### config.mk
export PLATFORM = sky130hd
export DESIGN_NAME = uart_rx_fifo
export DESIGN_NICKNAME = d
export VERILOG_FILES = /design/src/rtl/uart_pkg.sv /design/src/rtl/uart_sync_edge.sv /design/src/rtl/uart_rx_fifo.sv
export SDC_FILE = /design/constraint.sdc
export NUM_CORES = 1
export LEC_CHECK = 0
export BUFFER_PORTS_ARGS = -buffer_cell sky130_fd_sc_hd__buf_2
export CELL_PAD_IN_SITES_DETAIL_PLACEMENT = 0
export CELL_PAD_IN_SITES_GLOBAL_PLACEMENT = 2
export CORE_UTILIZATION = 40
export CTS_CLUSTER_DIAMETER = 40
export DETAILED_ROUTE_END_ITERATION = 6
export GPL_TIMING_DRIVEN = 0
export PLACE_DENSITY_LB_ADDON = 0.1
export SLEW_MARGIN = 20
export SYNTH_ARGS = -nofsm -noshare
export SYNTH_HDL_FRONTEND = slang
export SYNTH_HIERARCHICAL = 1
export SYNTH_SLANG_ARGS = --single-unit
### constraint.sdc
create_clock -name clk -period 5.3 [get_ports clk]
set_input_delay 0.795 -clock clk [delete_from_list [all_inputs] [get_ports clk]]
set_output_delay 0.795 -clock clk [all_outputs]
set_load 0.01 [all_outputs]
### src/rtl/uart_pkg.sv
// ============================================================================
// Module   : uart_pkg
// Brief    : Shared defaults for the UART receive path (data width, FIFO
//            depth, receive-silence timeout length).
// Revision : 1.0 - initial release
// ============================================================================
`default_nettype none

package uart_pkg;

  localparam int unsigned C_DATA_WIDTH     = 8;
  localparam int unsigned C_FIFO_DEPTH     = 16;
  localparam int unsigned C_TIMEOUT_CYCLES = 4096;

endpackage : uart_pkg

`default_nettype wire

### src/rtl/uart_sync_edge.sv
// ============================================================================
// Module   : uart_sync_edge
// Brief    : Two-flop synchroniser plus rising-edge detector; emits a single
//            clk-wide pulse per rising edge of an asynchronous level.
// Revision : 1.0 - initial release
// ============================================================================
`default_nettype none

module uart_sync_edge (
  input  logic clk,
  input  logic rstn,
  input  logic i_async,
  output logic o_pulse
);

  logic r_s1;
  logic r_s2;
  logic r_s3;
  logic r_live;
  logic r_armed;

  // r_armed only rises once a genuine low has been sampled after reset, so a
  // level that is already high at reset release never produces a pulse.
  always_ff @(posedge clk or negedge rstn) begin
    if (!rstn) begin
      r_s1    <= 1'b0;
      r_s2    <= 1'b0;
      r_s3    <= 1'b0;
      r_live  <= 1'b0;
      r_armed <= 1'b0;
    end else begin
      r_s1   <= i_async;
      r_s2   <= r_s1;
      r_s3   <= r_s2;
      r_live <= 1'b1;
      if (r_live && !r_s1) begin
        r_armed <= 1'b1;
      end
    end
  end

  assign o_pulse = r_s2 & ~r_s3 & r_armed;

endmodule : uart_sync_edge

`default_nettype wire

### src/rtl/uart_rx_fifo.sv
// ============================================================================
// Module   : uart_rx_fifo
// Brief    : Captures UART receiver bytes into a circular FIFO drained over a
//            valid/ready stream. Optional receive-silence timeout is built when
//            UART_RX_FIFO_TIMEOUT_EN is defined.
// Revision : 1.0 - initial release
// ============================================================================
`default_nettype none

module uart_rx_fifo
  import uart_pkg::*;
#(
  parameter int DATA_WIDTH     = C_DATA_WIDTH,
  parameter int DEPTH          = C_FIFO_DEPTH,
  parameter int ADDR_WIDTH     = $clog2(DEPTH)
`ifdef UART_RX_FIFO_TIMEOUT_EN
  ,
  parameter int TIMEOUT_CYCLES = C_TIMEOUT_CYCLES
`endif
) (
  input  logic                  clk,
  input  logic                  rstn,
  input  logic [DATA_WIDTH-1:0] rx_data_i,
  input  logic                  rx_done_i,
  output logic [DATA_WIDTH-1:0] m_data,
  output logic                  m_valid,
  input  logic                  m_ready,
  output logic [ADDR_WIDTH:0]   level,
  output logic                  full,
  output logic                  overflow,
  input  logic                  ovf_clr
`ifdef UART_RX_FIFO_TIMEOUT_EN
  ,
  output logic                  timeout
`endif
);

  localparam logic [ADDR_WIDTH:0]   c_depth   = (ADDR_WIDTH+1)'(DEPTH);
  localparam logic [ADDR_WIDTH:0]   c_lvl_one = (ADDR_WIDTH+1)'(1);
  localparam logic [ADDR_WIDTH-1:0] c_ptr_one = ADDR_WIDTH'(1);

  logic [DATA_WIDTH-1:0] r_mem [DEPTH];
  logic [ADDR_WIDTH-1:0] r_wr_ptr;
  logic [ADDR_WIDTH-1:0] r_rd_ptr;
  logic [ADDR_WIDTH:0]   r_level;
  logic                  r_overflow;

  logic w_push_evt;
  logic w_pop;
  logic w_wr;
  logic w_drop;

  uart_sync_edge u_sync_done (
    .clk     (clk),
    .rstn    (rstn),
    .i_async (rx_done_i),
    .o_pulse (w_push_evt)
  );

  assign m_valid = (r_level != '0);
  assign full    = (r_level == c_depth);
  assign w_pop   = m_valid & m_ready;
  // A pop in the same cycle frees the slot, so a push into a full FIFO proceeds.
  assign w_wr    = w_push_evt & (~full | w_pop);
  assign w_drop  = w_push_evt & full & ~w_pop;

  always_ff @(posedge clk) begin
    if (w_wr) begin
      r_mem[r_wr_ptr] <= rx_data_i;
    end
  end

  always_ff @(posedge clk or negedge rstn) begin
    if (!rstn) begin
      r_wr_ptr   <= '0;
      r_rd_ptr   <= '0;
      r_level    <= '0;
      r_overflow <= 1'b0;
    end else begin
      if (w_wr) begin
        r_wr_ptr <= r_wr_ptr + c_ptr_one;
      end
      if (w_pop) begin
        r_rd_ptr <= r_rd_ptr + c_ptr_one;
      end
      case ({w_wr, w_pop})
        2'b10:   r_level <= r_level + c_lvl_one;
        2'b01:   r_level <= r_level - c_lvl_one;
        default: r_level <= r_level;
      endcase
      if (w_drop) begin
        r_overflow <= 1'b1;
      end else if (ovf_clr) begin
        r_overflow <= 1'b0;
      end
    end
  end

  assign m_data   = m_valid ? r_mem[r_rd_ptr] : '0;
  assign level    = r_level;
  assign overflow = r_overflow;

`ifdef UART_RX_FIFO_TIMEOUT_EN
  localparam int                 c_to_width = $clog2(TIMEOUT_CYCLES) + 1;
  localparam logic [c_to_width-1:0] c_to_max = c_to_width'(TIMEOUT_CYCLES);
  localparam logic [c_to_width-1:0] c_to_one = c_to_width'(1);

  logic [c_to_width-1:0] r_to_cnt;

  always_ff @(posedge clk or negedge rstn) begin
    if (!rstn) begin
      r_to_cnt <= '0;
    end else if (w_push_evt || !m_valid) begin
      r_to_cnt <= '0;
    end else if (r_to_cnt != c_to_max) begin
      r_to_cnt <= r_to_cnt + c_to_one;
    end
  end

  assign timeout = (r_to_cnt == c_to_max) && m_valid;
`endif

endmodule : uart_rx_fifo

`default_nettype wire
==> impl_metrics.py, run 1 <==
metrics = {
    "final_layout": {
        "final_cell_mix": "edfxtp_1, buf_2, mux4_2",
        "fillers": 1278,
        "diodes": 0,
        "nNetsFinal": 387,
        "final_common_cell": "edfxtp_1",
        "layout-drive-gt1-share_pct": 33.95,
        "syn_to_final_growth_pct": 17.33,
    },
    "yosys": {
        "synth_nets": 336,
        "ys_ff_latch": 147,
        "syn_area_mm2": 0.006036,
        "synthArstFlopShare_pct": 12.93,
        "synth_warnings": 6,
        "synth_xor_area_share_pct": 1.306,
        "synth.distinct_cells": 47,
        "syn_inst": 316,
        "synth-edff-count": 128,
        "synth-compound-area-share_pct": 3.462,
        "synth_top_family_by_area": "multiplexers",
        "synthFlopType": "edfxtp_1",
        "synth-simple-area-share_pct": 4.478,
        "avgSynthCellArea_um2": 19.10,
        "ys_seq_area_share_pct": 71.56,
        "synth-adder-area-share_pct": 1.451,
        "synthMuxAreaShare_pct": 15.53,
    },
    "floorplanning": {
        "rows": 44,
        "core_mm2": 0.01464,
        "start_util_pct": 41.22,
        "fp.dieArea_mm2": 0.01559,
        "die_x_um": 124.8,
        "io_pins": 29,
        "fp.dieH_um": 124.8,
    },
    "cts": {
        "clock_latency_ns": 0.42,
        "cts_buffer_depth": 2,
        "cts_tree": "done",
        "clk_pin_slew_ns": 0.06,
        "cts_max_level": 4,
        "cts_buffers": 17,
        "clkSinkCount": 147,
        "post-cts-setup-buffer-count": 0,
        "postCtsHoldBufs": 0,
        "clockRootBuffer": "clkbuf_16",
        "cts_resized": 0,
    },
    "power_and_ir_drop": {
        "ir_drop_mv": 0.2377,
        "sequentialPowerShare_pct": 37.5,
        "p_clk_share_pct": 32.6,
        "intPower_uw": 2695,
        "swShare_pct": 29.47,
        "powerDensity_mw_per_mm2": 539.5,
        "leakage_uw": 0.002434,
        "combPwrFrac_pct": 29.9,
        "switchingPower_uw": 1126,
    },
    "placement": {
        "gp_congestion": 0.6902,
        "port_buffers": 28,
        "post-dp-hpwl_um": 7768,
    },
    "sta": {
        "tns_ns": 0,
        "worst_hold_slack_ns": 0.3126,
        "finalMaxSlewViolations": 0,
        "hold_viol_final": 0,
        "fin_crit_ns": 3.495,
        "finalSetupViolCount": 0,
        "rsz0062_at_grt": "no",
        "fin_worst_skew_ns": 0.01225,
        "fmax_mhz": 286.1,
        "slew-limit-headroom_pct": 34.76,
        "tightest_slew_ns": 0.9750,
        "min_period_over_period_pct": 65.95,
    },
    "global_routing": {
        "overflow": 0,
        "grt_max_degree": 20,
        "grt_pass1_wl_um": 18270,
        "grt_pass1_vias": 3065,
        "track_usage_pct": 16.91,
        "antenna_found_initial": 0,
    },
    "route": {
        "dr_total_vias": 2942,
        "wl_met1_um": 5178,
        "highest_layer": "met4",
        "initialDrtViolationCount": 143,
        "drtAntennaViolNets": 0,
        "drc": 8,
        "wl_met3_um": 502,
        "met2WireLength_um": 6065,
        "drt_pass1_iterations": 6,
        "routedWlPerCell_um": 21.07,
        "viasPerCell": 5.216,
        "drt-total-wl_um": 11890,
    },
    "flow_run": {
        "drv_cap": 0,
    },
    "critical_path": {
        "r2r-start": "u_sync_done/r_armed$_DFFE_PN0P_",
        "worst_ep_arrival_time_ns": 2.70,
        "critPathLaunchType": "register",
        "crit_path_end_kind": "output pin",
        "reg2reg_setup_slack_ns": 2.60,
        "cp_slowest_cell": "buf_1",
        "path_class": "reg2out",
        "cp_max_fo": 10,
        "critical_path_required_ns": 4.51,
        "crit_start": "r_rd_ptr[3]$_DFFE_PN0N_",
        "path_cells": "clkbuf_2 -> buf_1 -> mux4_2 -> mux2_2 -> o21ai_0 -> a21oi_1 -> buf_2",
        "cpPeakStageDelay_ns": 0.54,
    },
    "status": {
        "outcome": "complete, but fails checks",
        "failed_checks": "DRC",
    },
    "hold_path": {
        "min_path_type": "in2async",
    },
}
-- metrics by stage --
step / area (um^2) / total power, uW / util (%) / cells / worst slack (ns)
after global routing: 7082 / 4021 / 48.36 / 564 / 1.633
after global placement: 6406 / 2608 / 43.75 / 528 / 1.771
final: 7082 / 3821 / 48.36 / 564 / 1.805
after CTS: 7082 / 3879 / 48.36 / 564 / 1.713
after detailed placement: 6456 / 2630 / 44.09 / 532 / 2.173
after floorplan: 6036 / 2261 / - / 316 / 2.748
-- critical path: cells and delay by family (launching register included) --
family / cells / cell delay [ns]
compound gates: 2 / 0.31
mux: 2 / 0.72
flops: 1 / 0.32
buf+inv: 3 / 0.94
-- registers in the layout, indices dropped and copies added (netlist names) --
name                 cells
r_rd_ptr                 4
u_sync_done/r_s3         1
u_sync_done/r_armed      1
level                    5
r_wr_ptr                 4
u_sync_done/r_live       1
overflow                 1
u_sync_done/r_s2         1
r_mem                  128
u_sync_done/r_s1         1
-- final timing paths --
kind | to | cells after the start
setup / recovery | m_data[2] | 7
hold / removal | level[0]$_DFFE_PN0P_ | 1
setup reg to reg | level[4]$_DFFE_PN0P_ | 9
hold reg to reg | u_sync_done/r_s2$_DFF_PN0_ | 0
max in group asynchronous | u_sync_done/r_s3$_DFF_PN0_ | 1
min in group clk | u_sync_done/r_s2$_DFF_PN0_ | 0
-- Yosys cell counts, drive strengths merged, types with 7 or more instances --
cell / count / area, um^2
o21ai: 13 / 80.08
inv: 10 / 37.54
dfrtp: 19 / 475.5
nor2: 8 / 30.03
buf: 13 / 83.83
a21oi: 10 / 50.05
edfxtp: 128 / 3844
mux2i: 10 / 100.1
ha: 7 / 87.58
mux4: 32 / 720.7
and2: 8 / 50.05
mux2: 10 / 116.4
-- final cells by class --
class / instances / area (um^2) / area share, %
Buffer: 15 / 92.59 / 1.307
Clock buffer: 18 / 439.2 / 6.201
Clock inverter: 14 / 186.4 / 2.633
Inverter: 10 / 37.54 / 0.5300
Multi-Input combinational cell: 144 / 1612 / 22.76
Sequential cell: 147 / 4319 / 60.99
Tap cell: 184 / 230.2 / 3.251
Timing Repair Buffer: 32 / 165.2 / 2.332
-- cell families (layout without fill, tap and decap cells) --
logic type,Yosys count,count (layout)
xor gates and xnor gates,9,9
other,1,1
DFF,147,147
adders and majority gates,7,7
buffers and inverters,25,89
and+or+nand+nor,43,43
muxes,52,52
AOI/OAI and AO/OA,32,32
-- metal layers --
metal / vias up / global-route usage (%)
met5: - / 0
li1: 1365 / -
met1: 1506 / 21.01
met3: 10 / 5.155
met2: 61 / 28.26
met4: 0 / 5.595
-- power by group through the flow --
| stage | Sequential, uW | Clock (uW) | Combinational, uW |
|---|---|---|---|
| 6_report | 1430 | 1240 | 1140 |
| 5_1_grt | 1450 | 1320 | 1250 |
| 4_1_cts | 1440 | 1270 | 1170 |
| 3_5_place_dp | 1460 | 0 | 1170 |
| 3_3_place_gp | 1460 | 0 | 1150 |
| 2_1_floorplan | 1450 | 0 | 809 |
No activity file was read; power rests on OpenSTA's default activity.
==> inputs of run 2 (changes only) <==
--- a/config.mk
+++ b/config.mk
@@ -5,10 +5,11 @@
 export SDC_FILE = /design/constraint.sdc
 export NUM_CORES = 1
 export LEC_CHECK = 0
+export ABC_AREA = 1
 export BUFFER_PORTS_ARGS = -buffer_cell sky130_fd_sc_hd__buf_2
 export CELL_PAD_IN_SITES_DETAIL_PLACEMENT = 0
 export CELL_PAD_IN_SITES_GLOBAL_PLACEMENT = 2
-export CORE_UTILIZATION = 40
+export CORE_UTILIZATION = 38
 export CTS_CLUSTER_DIAMETER = 40
 export DETAILED_ROUTE_END_ITERATION = 6
 export GPL_TIMING_DRIVEN = 0
==> constraint.sdc (replaced) <==
create_clock -name clk -period 3.2 [get_ports clk]
set_input_delay 0.48 -clock clk [delete_from_list [all_inputs] [get_ports clk]]
set_output_delay 0.48 -clock clk [all_outputs]
set_load 0.01 [all_outputs]
==> run 2 against run 1 <==
The run ends with hold timing left. Register-to-register slack got worse by 1.7 ns. Setup slack got worse by 1.6 ns. Count of clock-buffer cells in the layout rose by 1. Power rose by 77%. Combinational power rose by 100%. Clock power rose by 67%. Synthesized cell count rose by 53%. Sequential cell count did not move. Sequential share of layout area fell by 0.62 points. Critical path type unchanged. Critical endpoint unchanged.
==> impl_metrics.py, run 2 <==
metrics = {
    "sta": {
        "tns_ns": 0,
        "hold_viol_final": 12,
        "finalMaxSlewViolations": 0,
        "rsz0062_at_grt": "no",
        "fin_crit_ns": 2.980,
        "fmax_mhz": 335.5,
        "fin_worst_skew_ns": 0.008671,
        "slew-limit-headroom_pct": 33.05,
        "tightest_slew_ns": 1.001,
        "min_period_over_period_pct": 93.13,
        "finalSetupViolCount": 0,
        "worst_hold_slack_ns": -0.005018,
    },
    "final_layout": {
        "syn_to_final_growth_pct": 16.81,
        "post-route-util_pct": 45.20,
        "final_common_cell": "edfxtp_1",
        "nNetsFinal": 551,
        "largest_register": "r_mem",
        "final_cell_mix": "edfxtp_1, nor2_1, o21ai_0",
        "largest_reg_flops": 128,
        "layout-drive-gt1-share_pct": 17.46,
        "diodes": 0,
    },
    "route": {
        "routedWlPerCell_um": 21.19,
        "drc": 0,
        "viasPerCell": 5.197,
        "drt-total-wl_um": 16110,
        "initialDrtViolationCount": 278,
        "drtAntennaViolNets": 0,
        "drt_pass1_iterations": 4,
        "dr_total_vias": 3950,
    },
    "floorplanning": {
        "fp.dieH_um": 129.0,
        "fp.dieArea_mm2": 0.01663,
        "die_x_um": 129.0,
        "core_mm2": 0.01583,
        "rows": 46,
        "start_util_pct": 38.70,
        "io_pins": 29,
    },
    "cts": {
        "clockRootBuffer": "clkbuf_16",
        "clkSinkCount": 147,
        "cts_max_level": 4,
        "postCtsHoldBufs": 0,
        "clock_latency_ns": 0.42,
        "cts_buffers": 17,
        "clk_pin_slew_ns": 0.06,
        "cts_tree": "done",
        "post-cts-setup-buffer-count": 0,
        "cts_buffer_depth": 2,
        "cts_resized": 0,
    },
    "power_and_ir_drop": {
        "ir_drop_mv": 0.3938,
        "leakage_uw": 0.002545,
        "power_uw": 6776,
        "p_clk_share_pct": 30.6,
        "sequentialPowerShare_pct": 35.1,
        "switchingPower_uw": 2483,
        "powerDensity_mw_per_mm2": 947.1,
        "combPwrFrac_pct": 34.3,
        "swShare_pct": 36.65,
        "intPower_uw": 4293,
    },
    "global_routing": {
        "track_usage_pct": 21.17,
        "grt_pass1_wl_um": 24360,
        "grt_pass1_vias": 4015,
        "overflow": 0,
        "antenna_found_initial": 0,
        "grt_max_degree": 20,
    },
    "flow_run": {
        "drv_cap": 0,
    },
    "yosys": {
        "synth.top_cells.by_area": "edfxtp_1, dfrtp_1, nor2_1",
        "ys_seq_area_share_pct": 70.52,
        "synth_nets": 504,
        "syn_area_mm2": 0.006125,
        "synthArstFlopShare_pct": 12.93,
        "synth_top_area_share_pct": 62.76,
        "avgSynthCellArea_um2": 12.65,
        "synthTopCellsByCount": "edfxtp_1, nor2_1, o21ai_0",
        "synth.distinct_cells": 29,
        "synthFlopType": "edfxtp_1",
        "synth_top_cell_by_area": "edfxtp_1",
        "ys_ff_latch": 147,
        "syn_inst": 484,
        "synth_warnings": 6,
        "synth-edff-count": 128,
        "yosysMostFrequentCell": "edfxtp_1",
    },
    "critical_path": {
        "critical_path_required_ns": 2.72,
        "cp_max_fo": 10,
        "crit_path_end_kind": "output pin",
        "critPathLaunchType": "register",
        "path_class": "reg2out",
        "worst_ep_arrival_time_ns": 2.50,
    },
    "hold_path": {
        "min_path_type": "in2async",
    },
    "status": {
        "failed_checks": "hold timing",
        "outcome": "complete, but fails checks",
    },
    "placement": {
        "post-dp-hpwl_um": 10570,
        "port_buffers": 28,
        "gp_congestion": 0.8359,
    },
}
[run 2: logic make-up (layout without fill, tap and decap cells)]
logic type	after synthesis	in the layout	share of synthesized area [%]
AND/OR/NAND/NOR	158	158	11.69
flip-flops	147	147	70.52
AO/OA/AOI/OAI	113	113	10.97
buffers and inverters	51	111	4.208
adder cells (fa/ha/maj)	7	7	1.430
XOR/XNOR	7	7	1.124
other	1	1	0.06123
[run 2: layout make-up]
type / count / area (um^2)
Multi-Input combinational cell: 286 / 1548
Inverter: 27 / 106.4
Clock inverter: 13 / 183.9
Sequential cell: 147 / 4319
Timing Repair Buffer: 28 / 140.1
Buffer: 24 / 153.9
Fill cell: 1463 / 8673
Clock buffer: 19 / 432.9
Tap cell: 216 / 270.3
[run 2: worst max-delay path: stages (launching register included)]
cell,delay (ns)
dfrtp_1,0.55
clkinv_1,0.33
clkbuf_2,0.30
o21ai_0,0.14
o22ai_1,0.14
o21ai_1,0.34
a21oi_1,0.11
buf_2,0.16
[run 2: through the flow]
step	setup WS [ns]	instances	cell area (um^2)	hold WS, ns
after global placement	0.5997	728	6535	0.3609
final	0.2198	760	7154	-0.005018
after global routing	0.06727	760	7154	0.03530
after floorplan	1.369	484	6125	0.1844
after CTS	0.1058	760	7152	0.01245
after detailed placement	0.5621	728	6535	0.3632
[run 2: final timing paths]
| kind | start | endpoint | slack [ns] | cells after the start |
|---|---|---|---|---|
| hold / removal | rstn | level[1]$_DFFE_PN0P_ | -0.005 | 1 |
| max in group asynchronous | rstn | r_rd_ptr[1]$_DFFE_PN0N_ | 2.90 | 1 |
| hold reg to reg | u_sync_done/r_s1$_DFF_PN0_ | u_sync_done/r_s2$_DFF_PN0_ | 0.37 | 0 |
| setup reg to reg | level[1]$_DFFE_PN0P_ | r_mem[9][5]$_DFFE_PP_ | 0.86 | 8 |
| min in group clk | rx_done_i | u_sync_done/r_s1$_DFF_PN0_ | 0.16 | 1 |
| setup / recovery | r_rd_ptr[1]$_DFFE_PN0N_ | m_data[2] | 0.22 | 7 |
[run 2: metal layers]
| metal | track usage (%) | up-vias | share of wire, % |
|---|---|---|---|
| met5 | 0 | - | 0 |
| met4 | 7.820 | 0 | 1.7 |
| met3 | 4.200 | 19 | 3.2 |
| met2 | 34.21 | 90 | 49 |
| met1 | 28.34 | 1983 | 46 |
| li1 | - | 1858 | - |
[run 2: power groups by stage]
stage	clock network (uW)	registers (uW)	logic, uW
final	2070	2380	2330
after global routing	2190	2390	2570
after CTS	2110	2380	2340
after detailed placement	0	2420	2340
after global placement	0	2410	2320
after floorplan	0	2390	1450
